`src/rtl/ttt_pkg.sv`:
```
// Shared types and constants for the tic-tac-toe move sequencer.
package ttt_pkg;

  typedef enum logic [2:0] {
    ST_IDLE,
    ST_CHECK,
    ST_WRITE,
    ST_EVAL,
    ST_SAVE,
    ST_OVER,
    ST_DRAW,
    ST_CLEAR
  } state_t;

  typedef enum logic [1:0] {
    STATUS_PLAY = 2'b00,
    STATUS_WIN  = 2'b01,
    STATUS_DRAW = 2'b10
  } status_t;

  localparam logic [1:0] CELL_EMPTY = 2'b00;
  localparam logic [1:0] CELL_X     = 2'b01;
  localparam logic [1:0] CELL_O     = 2'b10;

  localparam int         NUM_CELLS = 9;
  localparam logic [3:0] LAST_CELL = 4'(NUM_CELLS - 1);
  localparam logic [3:0] MAX_MOVES = 4'(NUM_CELLS);

endpackage

```
`src/rtl/game_ctrl.sv`:
```
// Move sequencer for the tic-tac-toe board register array: validates and commits
// moves, evaluates the game, runs the clear sweep and requests display refreshes.
module game_ctrl
  import ttt_pkg::*;
#(
  parameter bit FIRST_PLAYER  = 1'b0,
  parameter bit SAVE_ON_FRAME = 1'b1
) (
  input  logic       clk,
  input  logic       rst,
  input  logic       move_req,
  input  logic [3:0] move_addr,
  input  logic       new_game,
  input  logic       frame_tick,
  input  logic [1:0] wY,
  input  logic [9:0] gameover,
  output logic       wen,
  output logic [1:0] I,
  output logic [3:0] waddr,
  output logic       save,
  output logic       turn,
  output logic [3:0] move_count,
  output logic [1:0] status,
  output logic       winner,
  output logic       move_ack,
  output logic       move_rej,
  output logic       busy
);

  state_t     state, state_d;
  state_t     ret_state, ret_state_d;
  logic       wen_d, save_d, turn_d, winner_d, move_ack_d, move_rej_d;
  logic [1:0] i_d, status_d;
  logic [3:0] waddr_d, move_count_d;

  assign busy = !(state inside {ST_IDLE, ST_OVER, ST_DRAW});

  // NOTE: every target gets a default before the case, so no path can leave a
  // value unassigned and infer a latch.
  always_comb begin
    state_d      = state;
    ret_state_d  = ret_state;
    wen_d        = 1'b0;
    i_d          = CELL_EMPTY;
    waddr_d      = waddr;
    save_d       = 1'b0;
    turn_d       = turn;
    move_count_d = move_count;
    status_d     = status;
    winner_d     = winner;
    move_ack_d   = 1'b0;
    move_rej_d   = 1'b0;

    unique case (state)
      ST_IDLE: begin
        if (new_game) begin
          state_d = ST_CLEAR;
          wen_d   = 1'b1;
          waddr_d = '0;
        end else if (move_req) begin
          if (move_addr > LAST_CELL) begin
            move_rej_d = 1'b1;
          end else begin
            waddr_d = move_addr;
            state_d = ST_CHECK;
          end
        end
      end

      ST_CHECK: begin
        if (wY != CELL_EMPTY) begin
          move_rej_d = 1'b1;
          state_d    = ST_IDLE;
        end else begin
          wen_d   = 1'b1;
          i_d     = {turn, ~turn};
          state_d = ST_WRITE;
        end
      end

      // Move bookkeeping is registered on entry to EVAL so that move_ack,
      // turn and move_count are already visible during the EVAL cycle.
      ST_WRITE: begin
        move_ack_d = 1'b1;
        winner_d   = turn;
        turn_d     = ~turn;
        if (move_count != MAX_MOVES) move_count_d = move_count + 4'd1;
        state_d = ST_EVAL;
      end

      ST_EVAL: begin
        state_d = ST_SAVE;
        save_d  = !SAVE_ON_FRAME;
        if (|gameover) begin
          status_d    = STATUS_WIN;
          ret_state_d = ST_OVER;
        end else if (move_count == MAX_MOVES) begin
          status_d    = STATUS_DRAW;
          ret_state_d = ST_DRAW;
        end else begin
          ret_state_d = ST_IDLE;
        end
      end

      // Without frame sync the pulse was already issued on entry.
      ST_SAVE: begin
        if (!SAVE_ON_FRAME || frame_tick) begin
          save_d  = SAVE_ON_FRAME && frame_tick;
          state_d = ret_state;
        end
      end

      ST_OVER, ST_DRAW: begin
        if (new_game) begin
          state_d = ST_CLEAR;
          wen_d   = 1'b1;
          waddr_d = '0;
        end else if (move_req) begin
          move_rej_d = 1'b1;
        end
      end

      // waddr doubles as the sweep counter.
      ST_CLEAR: begin
        if (waddr == LAST_CELL) begin
          move_count_d = '0;
          status_d     = STATUS_PLAY;
          turn_d       = FIRST_PLAYER;
          ret_state_d  = ST_IDLE;
          state_d      = ST_SAVE;
          save_d       = !SAVE_ON_FRAME;
        end else begin
          wen_d   = 1'b1;
          waddr_d = waddr + 4'd1;
        end
      end

      default: state_d = ST_IDLE;
    endcase
  end

  // NOTE: state registers use non-blocking assignments so all of them update
  // together from the values computed before the edge.
  always_ff @(posedge clk or negedge rst) begin
    if (!rst) begin
      state      <= ST_IDLE;
      ret_state  <= ST_IDLE;
      wen        <= 1'b0;
      I          <= CELL_EMPTY;
      waddr      <= '0;
      save       <= 1'b0;
      turn       <= FIRST_PLAYER;
      move_count <= '0;
      status     <= STATUS_PLAY;
      winner     <= 1'b0;
      move_ack   <= 1'b0;
      move_rej   <= 1'b0;
    end else begin
      state      <= state_d;
      ret_state  <= ret_state_d;
      wen        <= wen_d;
      I          <= i_d;
      waddr      <= waddr_d;
      save       <= save_d;
      turn       <= turn_d;
      move_count <= move_count_d;
      status     <= status_d;
      winner     <= winner_d;
      move_ack   <= move_ack_d;
      move_rej   <= move_rej_d;
    end
  end

endmodule

```
`config.mk`:
```
export PLATFORM = sky130hd
export DESIGN_NAME = game_ctrl
export DESIGN_NICKNAME = d
export VERILOG_FILES = /design/src/rtl/ttt_pkg.sv /design/src/rtl/game_ctrl.sv
export SDC_FILE = /design/constraint.sdc
export NUM_CORES = 1
export LEC_CHECK = 0
export ABC_AREA = 1
export BUFFER_PORTS_ARGS = -buffer_cell sky130_fd_sc_hd__buf_2
export CAP_MARGIN = 5
export CELL_PAD_IN_SITES_DETAIL_PLACEMENT = 1
export CELL_PAD_IN_SITES_GLOBAL_PLACEMENT = 2
export CORE_UTILIZATION = 31
export CTS_CLUSTER_SIZE = 16
export DETAILED_ROUTE_END_ITERATION = 10
export GPL_TIMING_DRIVEN = 1
export MAX_ROUTING_LAYER = met4
export PLACE_DENSITY = 0.9
export RECOVER_POWER = 100
export REMOVE_ABC_BUFFERS = 1
export SLEW_MARGIN = 20
export SYNTH_ARGS = -nofsm -noshare
export SYNTH_HDL_FRONTEND = slang
export SYNTH_SLANG_ARGS = --single-unit
```
`constraint.sdc`:
```
create_clock -name clk -period 4.2 [get_ports clk]
set_clock_uncertainty 0.2 [all_clocks]
set_input_delay 0 -clock clk [delete_from_list [all_inputs] [get_ports clk]]
set_output_delay 0 -clock clk [all_outputs]
set_load 0.05 [all_outputs]
```
==> flow_summary.ini <==
[critical_path]
crit_type = primary input to flip-flop
startpoint = gameover[4]
worstPathRequired_ns = 4.16
worstPathCellList = dlygate4sd3_1 -> buf_2 -> nor2_1 -> dlygate4sd3_1 -> nand2_1 -> dlygate4sd3_1 -> nor2_1 -> dlygate4sd3_1 -> nand2_1 -> nand2_1 -> nand2_1
end_kind = flip-flop
slowest_stage = dlygate4sd3_1
rr_worst_depth = 5
reg2reg_to = move_count[2]$_DFFE_PN0P_
endpoint = status[0]$_DFFE_PN0P_
cp_top_family = buffers and inverters
critPathLaunchType = primary input
slowest_delay_ns = 0.59
arrival_ns = 2.77
worst-path-stages = 11
rrSetupSlack_ns = 1.62
worstPathMaxFanout = 2
rr_startpoint = state[2]$_DFFE_PN0P_
cp.buffers_inverters = 5

[cells_and_area]
final_util_pct = 39.63
syn_to_final_growth_pct = 23.32
antenna_cells = 0
fin_nets = 281
drive_gt1_share_pct = 14.12
instances_no_fill = 309
fillers = 625

[flow_run]
cap_violations = 0

[pwr]
leakage_nw = 0.9607
finalPower_w = 0.001376
powerDensity_nw_per_um2 = 739.9
irDropWorstVdd_uv = 253.5

[route]
drt_iter0_drc = 44
ant_nets = 0
drc = 2
dr.pass1.iters = 7
viasPerCell = 4.744
routed_wl_um = 3995
wl_per_cell_um = 12.93
route.vias.total = 1466

[clock_tree]
clk_path_buf_depth = 2
worstSkewPairLatency_ns = 0.26
cts_tree = built
post_cts_buffers = 0
cts_htree_levels = 1
cts_made_buffers = 3
path_clk_slew_ns = 0.09
cts_sinks = 24
cts_root_buf = clkbuf_8

[logic_synthesis]
synth_top_flop_cell = dfrtp_1
yosysTopAreaCell = dfrtp_1
synth-async-reset-ratio_pct = 100.0
yosysWarnings = 0
syn_area_um2 = 1508
ys_ff_latch = 24
synth_area_leaders = dfrtp_1 (40%), nand2_1 (14%), nand3_1 (7.6%)
synth_cells = 199
synth_most_common_cell = nand2_1
synth.distinct_cells = 26
avgSynthCellArea_um2 = 7.576
netlist_top_cells_count = nand2_1 (58), dfrtp_1 (24), nand3_1 (23), nor2_1 (22), inv_1 (21)
synth-edff-count = 0
seq_area_frac_synth_pct = 39.83
yosys.area.top_type_share_pct = 39.83

[timing]
fin_crit_sh_pct = 66.94
worst_slew_pin_slew_ns = 1.318
finalSetupViolations = 0
layout_min_cycle_time_ns = 2.811
tns_ns = 0
rsz0062_at_grt = no
max_freq_ghz = 0.3557
hold_viol_final = 0
relSlewSlack_pct = 12.10
slew_violations = 0

[global_route]
overflow = 0
antenna_found_initial = 0
grt_pass1_vias = 1485
grt_pass1_wl_um = 6817
grt_usage_pct = 17.42
grt_max_degree = 25

[die]
die_area_um2 = 5147
io-pin-count = 40
fp.dieW_um = 71.74
start_util_pct = 32.13
rows = 25
fp.coreArea_um2 = 4692
fp.dieH_um = 71.74

[placement]
place.gp.congestion = 0.8590
dp.cells = 289
detailed_place_hpwl_um = 2951
io_buffers = 39

[run_status]
status = finished with violations
violations = design-rule violations

[hold_path]
hold_path_class = primary input to flip-flop
cells by family after synthesis:
kind of cell    after synthesis  share of synthesized area (%)
xor+xnor                      3                          1.743
flops                        24                          39.83
simple gates                120                          38.59
buf+inv                      28                          8.963
compound gates               20                          7.552
fa+ha+maj                     4                          3.320
area by class of cell:
cell class / instances / area, µm² / area share [%]
clock buffers: 3 / 41.29 / 2.221
clock inverters: 1 / 30.03 / 1.615
inverters: 25 / 95.09 / 5.114
multi-input cells: 147 / 694.4 / 37.35
flip-flops and latches: 24 / 600.6 / 32.30
well taps: 54 / 67.56 / 3.634
repair buffers: 55 / 330.3 / 17.77
stage by stage:
stage	hold slack (ns)	worst slack (ns)	cell area, µm²
after CTS	0.006873	1.399	1968
final	0.002805	1.389	1859
after detailed placement	-0.1731	2.396	1737
after global placement	-0.1777	2.444	1737
after floorplan	-0.4956	2.388	1474
after global routing	0.06371	1.203	1859
worst reg2reg max path, delay by kind of cell, from the launching register on:
| family | cells | cell delay (ns) |
|---|---|---|
| and+or+nand+nor | 2 | 0.90 |
| DFF | 1 | 0.54 |
| AOI/OAI and AO/OA | 2 | 0.42 |
| buffers and inverters | 1 | 0.41 |
report_power, final:
group          switching, W  leakage, nW  internal [W]  total [W]
Combinational      0.000547        0.615      0.000202   0.000749
Clock             0.0000758       0.0357      0.000127   0.000203
Sequential         0.000107        0.310      0.000316   0.000424
flip-flops by register name, indices dropped and copies added, names as in the netlist:
signal and count:
I 2, move_ack 1, move_count 4, move_rej 1, ret_state 3, save 1, state 3, status 2
turn 1, waddr 4, wen 1, winner 1
worst min-delay path by stage:
stage | from | end | depth (start not counted)
finish | gameover[8] | ret_state[1]$_DFFE_PN0P_ | 5
global route | gameover[8] | ret_state[1]$_DFFE_PN0P_ | 5
CTS | gameover[8] | ret_state[1]$_DFFE_PN0P_ | 5
detailed placement | rst | move_rej$_DFF_PN0_ | 1
global placement | rst | move_rej$_DFF_PN0_ | 1
floorplan | rst | I[0]$_DFF_PN0_ | 0
metal layers:
metal / part of all wire (%) / global-route usage (%) / up-vias
met5: 0 / - / -
met4: 1.9 / 6.536 / 0
met3: 2.7 / 2.391 / 8
met2: 51 / 29.98 / 31
met1: 44 / 20.69 / 695
li1: - / - / 732
cell usage in the layout (no fill, tap or decap):
cell,count
nand2_1,59
nor2_1,26
nand3_1,25
dfrtp_1,24
inv_1,21
clkbuf_1,20
buf_2,19
dlygate4sd3_1,16
o21ai_0,15
or2_2,4
ha_1,4
inv_2,3
nor2_2,3
clkbuf_8,3
a21oi_1,2
xnor2_1,2
clkinvlp_2,1
nand2_4,1
o211ai_1,1
o22ai_1,1
o21bai_1,1
xor2_1,1
nand2_2,1
and2_0,1
bufinv_16,1
repair_timing:
item	4_1_cts	5_1_grt
hold buffers	16	0
resized for setup	0	0
endpoints found under the hold margin	38	0
Note: power is estimated with default switching activity, not from simulation.
